**src/rtl/uart_rx_pkg.sv**
```systemverilog
// Shared types and constants for the UART receiver.
//   state_t     : receiver FSM states
//   DEFAULT_*   : default parameter values for the top
//   SAMPLE_OFS  : distance (in ticks) of the outer majority samples from mid-bit
//   majority3() : 2-of-3 vote
package uart_rx_pkg;

    localparam int unsigned DEFAULT_DATA_WIDTH     = 8;
    localparam int unsigned DEFAULT_PRESCALE_WIDTH = 5;
    localparam int unsigned SAMPLE_OFS             = 1;

    typedef enum logic [2:0] {
        IDLE,
        START,
        DATA,
        PARITY,
        STOP
    } state_t;

    function automatic logic majority3(input logic a, input logic b, input logic c);
        return (a & b) | (a & c) | (b & c);
    endfunction

endpackage

```
**src/rtl/uart_rx_sampler.sv**
```systemverilog
// Captures RX_IN at ticks mid-1, mid and mid+1 of the current bit and
// presents their 2-of-3 majority.
//   clk, rst_n : clock, async active-low reset
//   rx_in      : serial line
//   active     : high while a frame is being received
//   mid        : PRESCALE/2 for the frame in progress
//   tick       : tick position within the current bit
//   maj_c      : combinational majority of the three captured samples; valid
//                from tick mid+2 to the end of the bit
module uart_rx_sampler
    import uart_rx_pkg::*;
#(
    parameter int unsigned PRESCALE_WIDTH = DEFAULT_PRESCALE_WIDTH
) (
    input  logic                      clk,
    input  logic                      rst_n,
    input  logic                      rx_in,
    input  logic                      active,
    input  logic [PRESCALE_WIDTH-1:0] mid,
    input  logic [PRESCALE_WIDTH-1:0] tick,
    output logic                      maj_c
);

    logic s_early;
    logic s_mid;
    logic s_late;

    // Sample capture; each bit overwrites all three before the vote is used
    always_ff @(posedge clk or negedge rst_n) begin
        if (!rst_n) begin
            s_early <= 1'b0;
            s_mid   <= 1'b0;
            s_late  <= 1'b0;
        end else if (active) begin
            if (tick == mid - PRESCALE_WIDTH'(SAMPLE_OFS)) s_early <= rx_in;
            if (tick == mid)                               s_mid   <= rx_in;
            if (tick == mid + PRESCALE_WIDTH'(SAMPLE_OFS)) s_late  <= rx_in;
        end
    end

    assign maj_c = majority3(s_early, s_mid, s_late);

endmodule

```
**src/rtl/uart_rx_top.sv**
```systemverilog
// UART receiver: start bit, DATA_WIDTH data bits LSB first, optional parity,
// one stop bit, PRESCALE clock cycles per bit with 3-sample majority voting.
//   CLK        : clock (rising edge)
//   RST        : async active-low reset
//   RX_IN      : serial line, idles high
//   PRESCALE   : cycles per bit (even, 6..30), captured while idle
//   PAR_EN     : parity bit present, captured while idle
//   PAR_TYP    : 0 even / 1 odd parity, captured while idle
//   P_DATA     : last correctly received word
//   DATA_VALID : one-cycle pulse when P_DATA is updated
module uart_rx_top
    import uart_rx_pkg::*;
#(
    parameter int unsigned DATA_WIDTH     = DEFAULT_DATA_WIDTH,
    parameter int unsigned PRESCALE_WIDTH = DEFAULT_PRESCALE_WIDTH
) (
    input  logic                      CLK,
    input  logic                      RST,
    input  logic                      RX_IN,
    input  logic [PRESCALE_WIDTH-1:0] PRESCALE,
    input  logic                      PAR_EN,
    input  logic                      PAR_TYP,
    output logic [DATA_WIDTH-1:0]     P_DATA,
    output logic                      DATA_VALID
);

    localparam int unsigned BIT_CNT_W = (DATA_WIDTH > 1) ? $clog2(DATA_WIDTH) : 1;

    state_t                      state_q;
    state_t                      state_d;
    logic [PRESCALE_WIDTH-1:0]   tick_q;
    logic [BIT_CNT_W-1:0]        bit_cnt_q;
    logic [DATA_WIDTH-1:0]       shift_q;
    logic                        par_err_q;
    logic [PRESCALE_WIDTH-1:0]   prescale_q;
    logic                        par_en_q;
    logic                        par_typ_q;
    logic                        rx_prev_q;

    logic                        maj_c;
    logic [PRESCALE_WIDTH-1:0]   mid_c;
    logic                        start_c;
    logic                        last_tick_c;
    logic                        last_bit_c;
    logic                        par_bad_c;
    logic                        frm_err_c;
    logic                        frame_ok_c;

    // A start needs a genuine falling edge, so a line held low across reset is ignored
    assign start_c     = (state_q == IDLE) && rx_prev_q && !RX_IN;
    assign mid_c       = prescale_q >> 1;
    assign last_tick_c = (tick_q == prescale_q - PRESCALE_WIDTH'(1));
    assign last_bit_c  = (bit_cnt_q == BIT_CNT_W'(DATA_WIDTH - 1));
    assign par_bad_c   = ((^shift_q) ^ maj_c) != par_typ_q;
    assign frm_err_c   = !maj_c;
    assign frame_ok_c  = !frm_err_c && !par_err_q;

    uart_rx_sampler #(
        .PRESCALE_WIDTH (PRESCALE_WIDTH)
    ) u_sampler (
        .clk    (CLK),
        .rst_n  (RST),
        .rx_in  (RX_IN),
        .active (state_q != IDLE),
        .mid    (mid_c),
        .tick   (tick_q),
        .maj_c  (maj_c)
    );

    // State register
    always_ff @(posedge CLK or negedge RST) begin
        if (!RST) state_q <= IDLE;
        else      state_q <= state_d;
    end

    // Next-state logic; every transition out of a bit happens on its last tick
    always_comb begin
        state_d = state_q;
        case (state_q)
            IDLE:    if (start_c) state_d = START;
            START:   if (last_tick_c) state_d = maj_c ? IDLE : DATA;
            DATA:    if (last_tick_c && last_bit_c) state_d = par_en_q ? PARITY : STOP;
            PARITY:  if (last_tick_c) state_d = STOP;
            STOP:    if (last_tick_c) state_d = IDLE;
            default: state_d = IDLE;
        endcase
    end

    // Counters, deserializer, checkers and output register
    always_ff @(posedge CLK or negedge RST) begin
        if (!RST) begin
            tick_q     <= '0;
            bit_cnt_q  <= '0;
            shift_q    <= '0;
            par_err_q  <= 1'b0;
            prescale_q <= '0;
            par_en_q   <= 1'b0;
            par_typ_q  <= 1'b0;
            rx_prev_q  <= 1'b0;
            P_DATA     <= '0;
            DATA_VALID <= 1'b0;
        end else begin
            rx_prev_q  <= RX_IN;
            DATA_VALID <= 1'b0;

            if (state_q == IDLE) begin
                prescale_q <= PRESCALE;
                par_en_q   <= PAR_EN;
                par_typ_q  <= PAR_TYP;
                bit_cnt_q  <= '0;
                // The detection cycle is tick 0 of the start bit
                tick_q     <= start_c ? PRESCALE_WIDTH'(1) : '0;
                if (start_c) par_err_q <= 1'b0;
            end else begin
                tick_q <= last_tick_c ? '0 : tick_q + PRESCALE_WIDTH'(1);
            end

            if (state_q == DATA && last_tick_c) begin
                shift_q   <= {maj_c, shift_q[DATA_WIDTH-1:1]};
                bit_cnt_q <= bit_cnt_q + BIT_CNT_W'(1);
            end

            if (state_q == PARITY && last_tick_c) par_err_q <= par_bad_c;

            if (state_q == STOP && last_tick_c && frame_ok_c) begin
                P_DATA     <= shift_q;
                DATA_VALID <= 1'b1;
            end
        end
    end

endmodule

```
**config.mk**
```make
export PLATFORM = sky130hd
export DESIGN_NAME = uart_rx_top
export DESIGN_NICKNAME = d
export VERILOG_FILES = /design/src/rtl/uart_rx_pkg.sv /design/src/rtl/uart_rx_sampler.sv /design/src/rtl/uart_rx_top.sv
export SDC_FILE = /design/constraint.sdc
export NUM_CORES = 1
export LEC_CHECK = 0
export CAP_MARGIN = 20
export CORE_AREA = 10 10 74 76
export CTS_CLUSTER_SIZE = 30
export DETAILED_ROUTE_END_ITERATION = 6
export DIE_AREA = 0 0 84 86
export GPL_TIMING_DRIVEN = 0
export PLACE_DENSITY = 0.71
export RECOVER_POWER = 100
export SYNTH_ARGS = -nofsm -noshare
export SYNTH_HDL_FRONTEND = slang
export SYNTH_SLANG_ARGS = --single-unit
```
**constraint.sdc**
```tcl
create_clock -name CLK -period 3.8 [get_ports CLK]
set_input_delay 0.76 -clock CLK [delete_from_list [all_inputs] [get_ports CLK]]
set_output_delay 0.76 -clock CLK [all_outputs]
set_load 0.02 [all_outputs]
```
# [Yosys cells after proc, flatten, opt, wreduce, memory -nomap -nowiden]
# Index checks and enable logic that the tools add are counted.
[totals] regBits=40 in_bits=10 output_inout_bits=9 wordCells=78
[op_classes] addsub=5 n_eq_ne=15 muxes=17 n_bitwise=6 reduce_logical=21
[ops] operator="3-bit two-way mux" n=8
[ops] operator="5-bit == test" n=3
[ops] operator="3-bit case mux with 5 select lines" n=1
[ops] operator="5-bit two-way mux" n=2
[ops] operator="2-bit inequality test, second input constant" n=5
[ops] operator="1-bit logical AND" n=8
[ops] operator="2-bit AND reduction" n=4
[ops] operator="8-bit XOR reduction" n=1
[ops] operator="3-bit by 2-bit == test with 1-bit output, second input constant" n=2
[ops] operator="3-bit == test, second input constant" n=2
[ops] operator="2-bit nonzero test" n=3
[ops] operator="4-bit by 1-bit adder with 5-bit output, second input constant" n=1
[ops] operator="5-bit by 1-bit adder with 5-bit output, second input constant" n=1
[ops] operator="5-bit by 4-bit == test with 1-bit output" n=1
[ops] operator="1-bit two-way mux" n=5
[ops] operator="5-bit AND reduction" n=1
[ops] operator="4-bit by 1-bit subtractor with 5-bit output, second input constant" n=1
[ops] operator="5-bit by 1-bit subtractor with 5-bit output, second input constant" n=1
[ops] operator="3-bit by 1-bit adder with 3-bit output, second input constant" n=1
[ops] operator="1-bit bitwise AND" n=3
[ops] operator="3-bit by 1-bit == test with 1-bit output, second input constant" n=1
[ops] operator="3-bit logical NOT" n=1
[ops] operator="3-bit nonzero test" n=1
[ops] operator="1-bit logical NOT" n=2
[ops] operator="other kinds (4)" n=5

# [Longest topological paths before layout]
# Gate-level depths: netlist of run 1.
[logic_depth] ltp_word=6 mapped_depth=8 mapped_depth_nobuf=7

# [Hierarchy]
# A second synthesis of run 1 with hierarchy kept.
[unflattened] cells_unflattened=183 area_unflattened_um2=2162.1
[by_module_without_submodules] module="uart_rx_top" n_inst=1 cells_per_inst=144 area_per_inst_um2=1793.0 seq_area_each_um2=925.9
[by_module_without_submodules] module="uart_rx_sampler" n_inst=1 cells_per_inst=39 area_per_inst_um2=369.1 seq_area_each_um2=75.1

# [Worst setup path after synthesis of run 1]
# OpenSTA, ideal clock, no wires.
[synth_timing] kind="reg2reg" from="register prescale_q[2]" to="register bit_cnt_q[1]" setup_time_ns=0.125 t_arrival_ns=2.308 required_time_ns=3.675 slack_ns=1.367 path_stages_with_launch=9 n_path_buf=1 synth_period_minus_slack_ns=2.433 path_cell_list="dfrtp_1 inv_1 ha_1 a21boi_0 xnor2_1 or2_2 or4_4 buf_6 mux2_4"
[synth_between] elab_chain_cells=4 word_cells_on_any_way=5 cone_classes="add/sub: 1; eq/ne: 1; mux: 1; reduce/logical: 2"
[synth_lines] element="start, declared" line="uart_rx_top.sv:35" text="logic [PRESCALE_WIDTH-1:0] prescale_q;"
[synth_lines] element="start signal, assigned" line="uart_rx_top.sv:96" text="prescale_q <= '0;"
[synth_lines] element="start signal, assigned" line="uart_rx_top.sv:107" text="prescale_q <= PRESCALE;"
[synth_lines] element="5-bit by 1-bit subtractor with 5-bit output (*)" line="uart_rx_top.sv:52" text="assign last_tick_c = (tick_q == prescale_q - PRESCALE_WIDTH'(1));"
[synth_lines] element="5-bit == test (*)" line="uart_rx_top.sv:52"
[synth_lines] element="1-bit logical AND (*)" line="uart_rx_top.sv:118" text="if (state_q == DATA && last_tick_c) begin"
[synth_lines] element="3-bit two-way mux / 2-bit nonzero test (equally long branches)"
[synth_lines] element="end signal, assigned" line="uart_rx_top.sv:120" text="bit_cnt_q <= bit_cnt_q + BIT_CNT_W'(1);"
[synth_lines] element="end, declared" line="uart_rx_top.sv:32" text="logic [BIT_CNT_W-1:0] bit_cnt_q;"
# Every way passes the cells marked *; elsewhere a longest branch is shown, timed or not.
# A chain may end at the register's enable or synchronous reset.

# [Final worst setup path of run 1]
[layout_timing] from="register prescale_q[2]" to="register shift_q[2]"
[layout_between] elab_chain_cells=3
[layout_lines] element="5-bit by 1-bit subtractor with 5-bit output" line="uart_rx_top.sv:52"
[layout_lines] element="5-bit == test" line="uart_rx_top.sv:52"
[layout_lines] element="1-bit logical AND" line="uart_rx_top.sv:118"
[layout_lines] element="end signal, assigned" line="uart_rx_top.sv:119" text="shift_q <= {maj_c, shift_q[DATA_WIDTH-1:1]};"
[layout_lines] element="end, declared" line="uart_rx_top.sv:33" text="logic [DATA_WIDTH-1:0] shift_q;"
# Every way passes these cells.

==> results.json, run 1 <==
{
  "place.gp.congestion": 0.8237,
  "track_usage_pct": 11.32,
  "ys_seq_elements": 40,
  "postCtsHoldBufs": 0,
  "via_per_inst": 5.447,
  "async_flop_share_pct": 100.0,
  "max_stage_delay_ps": 510,
  "cts_tree": "built",
  "coreArea_um2": 3971,
  "antennaDiodeCount": 0,
  "area_growth_pct": 14.37,
  "rsz0062_at_grt": "false",
  "finalWirelength_mm": 4.016,
  "min_period_ps": 2944,
  "rows": 23,
  "ant_nets": 0,
  "cp_max_fo": 10,
  "violations": "max-capacitance violations, max-slew violations",
  "wl_per_cell_um": 15.63,
  "cp_slowest_cell": "or4_1",
  "clock_skew_ps": 4.780,
  "hold_viol_final": 0,
  "slew_viol_final": 41,
  "ys.warnings.count": 0,
  "synth_ff_type": "dfrtp_1",
  "synth_edf_count": 0,
  "cts_buffers": 5,
  "grtUsageMet2_pct": 18.12,
  "die_w_um": 84,
  "io_buffer_count": 18,
  "drv_cap": 1,
  "final_cell_mix": "dfrtp_1, xnor2_1, mux2_2",
  "vdd_ir_drop_max_mv": 0.3797,
  "arrival_ps": 3120,
  "top_usage_layer": "met2",
  "dp_hpwl_mm": 2.982,
  "critPathKind": "register to register",
  "placed_area_um2": 2371,
  "crit_chain": "inv_1 -> ha_1 -> a21boi_0 -> xnor2_1 -> or2_2 -> or4_1 -> clkbuf_1 -> mux2_1",
  "crit_path_start_kind": "register",
  "status": "finished, violations left",
  "power_mw": 1.768,
  "final.setup.tns_ps": 0,
  "initial_core_util_pct": 53.72,
  "drive_gt1_share_pct": 13.53,
  "first_pass_iters": 4,
  "worst_pin_slew_ps": 2054,
  "setup_viol": 0,
  "die_y_um": 86,
  "synth_area_per_cell_um2": 11.79,
  "critPathRequiredTime_ps": 3980,
  "clock_tree.root_cell": "clkbuf_8",
  "first_iter_violations": 60,
  "grt_remaining_overflow": 0,
  "final_common_cell": "dfrtp_1",
  "netlist_instances": 181,
  "min_path_type": "register to register",
  "ctsResizeCount": 0,
  "clk_pin_slew_ps": 80,
  "die_area_um2": 7224,
  "hold_ws_ps": 505.3,
  "p_per_area_nw_per_um2": 724.4,
  "antenna_found_initial": 0,
  "gr-usage-met1_pct": 13.31,
  "num_vias": 1400,
  "cp-end-kind": "register",
  "final_nets": 223,
  "grt_pass1_wl_mm": 6.686,
  "cts_sinks": 40,
  "fin_area_um2": 2440,
  "yosysSeqAreaShare_pct": 46.92,
  "leakagePower_nw": 1.122,
  "post_cts_buffers": 0,
  "use_met3_pct": 3.500,
  "netlist_area_um2": 2133,
  "boundaryPins": 19,
  "ctsHtreeMaxLevel": 2,
  "ys_types": 40,
  "fin_crit_sh_pct": 77.49,
  "maxSlewHeadroom_pct": -36.91,
  "drcViolationCount": 0,
  "clk_latency_ps": 300,
  "synth_nets": 198,
  "fmax_mhz": 339.6,
  "fill_cells": 320,
  "grt_pass1_vias": 1425,
  "clk_path_buf_depth": 2,
  "grt_max_degree": 41
}
## per-layer routing
| layer | vias to the layer above | part of all wire (%) |
|---|---|---|
| met5 | - | 0 |
| met4 | 0 | 1.5 |
| met3 | 5 | 4.6 |
| met2 | 38 | 48 |
| li1 | 681 | - |
| met1 | 676 | 46 |
## state kept, by name, summed over array words and instances, names as in the netlist
name,flops
prescale_q,5
state_q,3
DATA_VALID,1
P_DATA,8
tick_q,5
u_sampler.s_mid,1
par_err_q,1
bit_cnt_q,3
par_typ_q,1
rx_prev_q,1
shift_q,8
u_sampler.s_early,1
u_sampler.s_late,1
par_en_q,1
## worst max-delay path: cells and delay by family, from the launching register on
kind | cells | cell delay [ps]
DFF | 1 | 500
buffers and inverters | 2 | 460
adders and majority gates | 1 | 200
xor gates and xnor gates | 1 | 120
AOI/OAI and AO/OA | 1 | 280
muxes | 1 | 410
and+or+nand+nor | 2 | 850
## final cells by class
type	instances	area (um^2)	share of cell area [%]
Inverter	5	18.77	0.7692
Tap cell	50	62.56	2.564
Clock buffer	5	68.82	2.821
Timing Repair Buffer	18	173.9	7.128
Buffer	7	33.78	1.385
Clock inverter	3	46.29	1.897
Sequential cell	40	1001	41.03
Multi-Input combinational cell	129	1035	42.41
## final timing paths
path,start,to,slack (ps),cells past startpoint
setup reg to reg,prescale_q[2],shift_q[2],860,8
hold / removal,P_DATA[5],P_DATA[5],510,1
min in group asynchronous,RST,prescale_q[3],1040,1
hold reg to reg,P_DATA[5],P_DATA[5],510,1
max in group asynchronous,RST,shift_q[4],1580,1
setup / recovery,prescale_q[2],shift_q[2],860,8
## synthesized netlist by cell type (all sizes together), types with 3 or more instances
cell	instances	area, um^2
dfrtp	40	1001
mux2	24	304.0
xnor2	19	166.4
nand2	9	33.78
nor3	9	50.05
xor2	8	70.07
ha	7	87.58
nor2	7	26.28
inv	5	18.77
nand3	5	25.02
nor2b	5	38.78
o21ai	5	25.02
clkbuf	4	15.01
buf	3	26.27
nand4b	3	26.28
nor3b	3	22.52
## stage by stage
stage                     cells  utilization, %  setup WS [ps]
after CTS                   257           62.60           1049
after floorplan             181               -           1367
after global placement      249           59.83           1008
final                       257           61.44          855.6
after global routing        257           61.44          659.4
after detailed placement    249           59.70           1075
## where the power goes
group          switching, mW  leakage [nW]  internal (mW)  total, mW
Clock                  0.158        0.0548          0.198      0.356
Sequential             0.109         0.525          0.527      0.635
Combinational          0.412         0.543          0.364      0.776
## cells by family after synthesis
group / after synthesis / synth area share, %
xor gates and xnor gates: 27 / 11.09
adders and majority gates: 8 / 4.575
DFF: 40 / 46.92
muxes: 26 / 15.19
AOI/OAI and AO/OA: 17 / 5.514
and+or+nand+nor: 51 / 13.90
buffers and inverters: 12 / 2.815
No activity file was read; power rests on OpenSTA's default activity.
==> run 2: changes to the inputs <==
- clock period: 3.8 -> 2.8 ns (I/O delays scaled with it)
==> run 2 against run 1 <==
Net effect: the flow still finishes with violations (max-capacitance violations, max-slew violations); largest power group unchanged; final cell count unchanged; critical path depth unchanged; register-to-register slack worse by 730 ps; sequential share of layout area is 0.84 points lower; routed wire length increased by 1.1%.
==> results.json, run 2 (synthesized netlist as in run 1, its figures left out) <==
{
  "antenna_found_initial": 0,
  "final.setup.tns_ps": 0,
  "die_y_um": 86,
  "area_growth_pct": 16.77,
  "maxSlewHeadroom_pct": -37.94,
  "clk_pin_slew_ps": 80,
  "clk_path_buf_depth": 2,
  "antennaDiodeCount": 0,
  "ctsHtreeMaxLevel": 2,
  "ant_nets": 0,
  "grt_max_degree": 41,
  "place.gp.congestion": 0.8237,
  "postCtsHoldBufs": 0,
  "arrival_ps": 2860,
  "coreArea_um2": 3971,
  "clock_tree.root_cell": "clkbuf_8",
  "fmax_mhz": 373.9,
  "placed_area_um2": 2371,
  "p_per_area_nw_per_um2": 975.1,
  "min_path_type": "register to register",
  "critPathRequiredTime_ps": 2990,
  "power_mw": 2.429,
  "fin_crit_sh_pct": 95.52,
  "grt_pass1_vias": 1425,
  "biggestRegsByFlops": "P_DATA: 8 flops, shift_q: 8 flops",
  "boundaryPins": 19,
  "final_cell_mix": "dfrtp_1, xnor2_1, mux2_2",
  "cts_buffers": 5,
  "die_area_um2": 7224,
  "hold_viol_final": 0,
  "leakagePower_nw": 1.163,
  "initial_core_util_pct": 53.72,
  "reg2regPathDepth": 8,
  "cp_max_fo": 10,
  "reg2reg_from": "prescale_q[2]",
  "io_buffer_count": 18,
  "final_common_cell": "dfrtp_1",
  "first_iter_violations": 46,
  "clock_skew_ps": 6.061,
  "violations": "max-capacitance violations, max-slew violations",
  "cts_tree": "built",
  "track_usage_pct": 11.32,
  "setup_viol": 0,
  "drv_cap": 1,
  "crit_path_start_kind": "register",
  "fin_area_um2": 2491,
  "rsz0062_at_grt": "false",
  "crit_start": "prescale_q[2]",
  "worst_pin_slew_ps": 2069,
  "min_period_ps": 2675,
  "clk_latency_ps": 300,
  "num_vias": 1397,
  "critPathKind": "register to register",
  "via_per_inst": 5.436,
  "wl_per_cell_um": 15.80,
  "final_nets": 223,
  "drcViolationCount": 0,
  "grt_pass1_wl_mm": 6.686,
  "fill_cells": 302,
  "endpoint": "bit_cnt_q[1]",
  "cp-end-kind": "register",
  "post_cts_buffers": 0,
  "r2r-end": "bit_cnt_q[1]",
  "slew_viol_final": 41,
  "regToRegSetupSlack_ps": 130,
  "grt_remaining_overflow": 0,
  "status": "finished, violations left",
  "vdd_ir_drop_max_mv": 0.5236,
  "first_pass_iters": 4,
  "finalWirelength_mm": 4.061,
  "dp_hpwl_mm": 2.982,
  "die_w_um": 84,
  "postLayoutCoreUtil_pct": 62.73,
  "cts_sinks": 40,
  "drive_gt1_share_pct": 18.84,
  "rows": 23
}
-- run 2: cell count changes in the layout (fill, tap and decap cells not counted), sizes merged --
| cell | previous run | this run |
|---|---|---|
| buf | 1 | 2 |
| clkbuf | 12 | 11 |
-- run 2: power breakdown --
part           switching [mW]  leakage [nW]  internal, mW  total [mW]
combinational           0.574         0.584         0.506        1.08
clock                   0.216        0.0548         0.268       0.485
sequential              0.149         0.525         0.715       0.864
-- run 2: repair_timing --
action,in CTS,in global routing
endpoints found under the setup margin,0,17
hold endpoints to repair,0,0
resized for setup,0,2
-- run 2: layout make-up --
type | count | area, um^2 | area share (%)
Sequential cell | 40 | 1001 | 40.18
Clock inverter | 3 | 46.29 | 1.858
Multi-Input combinational cell | 129 | 1079 | 43.29
Inverter | 5 | 18.77 | 0.7534
Buffer | 7 | 41.29 | 1.657
Clock buffer | 5 | 68.82 | 2.762
Timing Repair Buffer | 18 | 173.9 | 6.981
Tap cell | 50 | 62.56 | 2.511
-- run 2: stage by stage --
stage          setup slack, ps  std cells  hold WS, ps
2_1_floorplan            366.7        181        264.4
3_3_place_gp             116.9        249        468.7
3_5_place_dp             74.76        249        494.3
4_1_cts                  49.22        257        393.7
5_1_grt                  10.46        257        531.3
6_report                 125.3        257        505.8
-- run 2: worst min-delay path by stage --
stage / startpoint / end / slack [ps] / depth (start not counted)
6_report: P_DATA[5] / P_DATA[5] / 510 / 1
5_1_grt: P_DATA[5] / P_DATA[5] / 530 / 1
4_1_cts: RST / prescale_q[3] / 390 / 1
3_5_place_dp: P_DATA[5] / P_DATA[5] / 490 / 1
3_3_place_gp: bit_cnt_q[0] / bit_cnt_q[0] / 470 / 1
2_1_floorplan: RST / DATA_VALID / 260 / 0
-- run 2: worst max-delay path: stages (launching register included) --
cell and delay, ps:
dfrtp_1 540, inv_1 130, ha_1 230, a21boi_1 150, xnor2_1 140, or2_2 350, or4_4 520, buf_6 180
mux2_4 310
-- run 2: routing by layer --
| metal | global-route usage, % | routed length, um |
|---|---|---|
| met4 | 6.088 | 62 |
| met3 | 3.500 | 206 |
| met5 | 0 | 0 |
| met2 | 18.12 | 1927 |
| met1 | 13.31 | 1864 |
==> run 3: changes to the inputs <==
- CELL_PAD_IN_SITES_DETAIL_PLACEMENT: not set -> 1
- CELL_PAD_IN_SITES_GLOBAL_PLACEMENT: not set -> 2
- CORE_AREA: 10 10 74 76 -> 10 10 85 87
- DIE_AREA: 0 0 84 86 -> 0 0 95 97
- PLACE_DENSITY: 0.71 -> 0.75
- SKIP_CTS_REPAIR_TIMING: not set -> 1
==> run 3 against run 2 <==
Net effect: the run still ends with max-capacitance violations, max-slew violations left; final cell count increased by 8.6%; global-route usage increased by 0.20 points; register-to-register slack about the same; worst hold slack about the same; largest cell class unchanged; setup slack improved by 12 ps; critical path type unchanged; clock-buffer cell count increased by 2.
==> results.json, run 3 (synthesized netlist as in run 1, its figures left out) <==
{
  "status": "finished, violations left",
  "violations": "max-capacitance violations, max-slew violations",
  "track_usage_pct": 11.52,
  "p_per_area_nw_per_um2": 985.3,
  "final_common_cell": "dfrtp_1",
  "fmax_mhz": 375.5,
  "die_area_um2": 9215,
  "cp-end-kind": "register",
  "worst_pin_slew_ps": 2135,
  "reg2regPathDepth": 8,
  "first_pass_iters": 4,
  "initial_core_util_pct": 38.98,
  "fill_cells": 611,
  "finalWirelength_mm": 4.801,
  "num_vias": 1453,
  "biggestRegsByFlops": "P_DATA: 8 flops, shift_q: 8 flops",
  "drcViolationCount": 0,
  "grt_max_degree": 41,
  "r2r-end": "shift_q[6]",
  "drv_cap": 1,
  "cts_sinks": 40,
  "dp_cells": 271,
  "clock_tree.root_cell": "clkbuf_8",
  "area_growth_pct": 18.65,
  "cts_tree": "built",
  "hold_ws_ps": 505.7,
  "via_per_inst": 5.208,
  "clk_path_buf_depth": 2,
  "rsz0062_at_grt": "false",
  "regToRegSetupSlack_ps": 140,
  "wl_per_cell_um": 17.21,
  "place.gp.congestion": 0.8499,
  "setup_viol": 0,
  "final_cell_mix": "dfrtp_1, xnor2_1, mux2_2",
  "die_w_um": 95,
  "clock_skew_ps": 6.958,
  "arrival_ps": 2840,
  "rows": 27,
  "ctsHtreeMaxLevel": 2,
  "die_y_um": 97,
  "io_buffer_count": 18,
  "holdPathEnd": "P_DATA[7]",
  "stdcell_count": 279,
  "min_from": "P_DATA[7]",
  "grt_pass1_vias": 1639,
  "fin_area_um2": 2531,
  "clk_latency_ps": 300,
  "crit_path_start_kind": "register",
  "antenna_found_initial": 0,
  "critPathKind": "register to register",
  "min_period_ps": 2663,
  "final_nets": 223,
  "cp_max_fo": 10,
  "antennaDiodeCount": 0,
  "dp_hpwl_mm": 3.590,
  "leakagePower_nw": 1.172,
  "power_mw": 2.494,
  "clk_pin_slew_ps": 80,
  "first_iter_violations": 36,
  "fin_crit_sh_pct": 95.11,
  "drive_gt1_share_pct": 19.32,
  "reg2reg_from": "prescale_q[1]",
  "whs_path_depth": 1,
  "ant_nets": 0,
  "hold_viol_final": 0,
  "maxSlewHeadroom_pct": -42.36,
  "min_path_type": "register to register",
  "grt_pass1_wl_mm": 8.404,
  "cts_buffers": 5,
  "boundaryPins": 19,
  "critPathRequiredTime_ps": 2980,
  "slew_viol_final": 41,
  "coreArea_um2": 5473,
  "grt_remaining_overflow": 0,
  "placed_area_um2": 2399,
  "vdd_ir_drop_max_mv": 0.3378
}
==> run 3: changes by cell type in the layout (fill, tap and decap cells not counted), sizes merged <==
cell,delta
clkbuf,+2
clkinvlp,-1
inv,-1
==> run 3: power by group <==
part	internal, mW	total, mW	switching [mW]
Combinational	0.509	1.10	0.590
Clock	0.315	0.519	0.205
Sequential	0.716	0.876	0.160
Total	1.54	2.49	0.954
==> run 3: layout make-up <==
cell class	count	area (um^2)	share of cell area, %
Clock buffer	7	96.34	3.806
Timing Repair Buffer	18	173.9	6.871
Inverter	5	18.77	0.7415
Clock inverter	1	30.03	1.186
Tap cell	72	90.09	3.559
Sequential cell	40	1002	39.59
Buffer	7	41.29	1.631
Multi-Input combinational cell	129	1079	42.61
==> run 3: worst max path at each step <==
| stage | start | end | slack, ps | cells past startpoint |
|---|---|---|---|---|
| finish | prescale_q[1] | shift_q[6] | 140 | 8 |
| global route | prescale_q[1] | bit_cnt_q[2] | 10 | 8 |
| CTS | prescale_q[2] | P_DATA[3] | -60 | 7 |
| detailed placement | prescale_q[2] | P_DATA[3] | -40 | 7 |
| global placement | prescale_q[2] | P_DATA[7] | 70 | 7 |
| floorplan | prescale_q[2] | bit_cnt_q[1] | 370 | 8 |
==> run 3: per-layer routing <==
metal  track usage (%)  part of all wire [%]  routed length, um
met5                 0                     0                  0
met4             4.005                   1.2                 59
met3             3.392                   4.3                205
met2             19.01                    53               2530
met1             13.72                    42               2006
==> run 3: worst max-delay path, cell delays in order, from the launching register on <==
cell	delay, ps
dfrtp_1	440
inv_1	160
ha_1	250
a21boi_1	230
xnor2_1	110
or2_2	350
or4_4	510
buf_6	180
mux2_4	300
==> run 3: per-stage QoR <==
step	TNS [ps]	setup slack [ps]	util, %
after CTS	-426.0	-62.92	46.14
after global routing	0	13.16	46.25
final	0	136.8	46.25
after global placement	0	67.24	43.92
after floorplan	0	366.7	-
after detailed placement	-210.5	-37.51	43.83
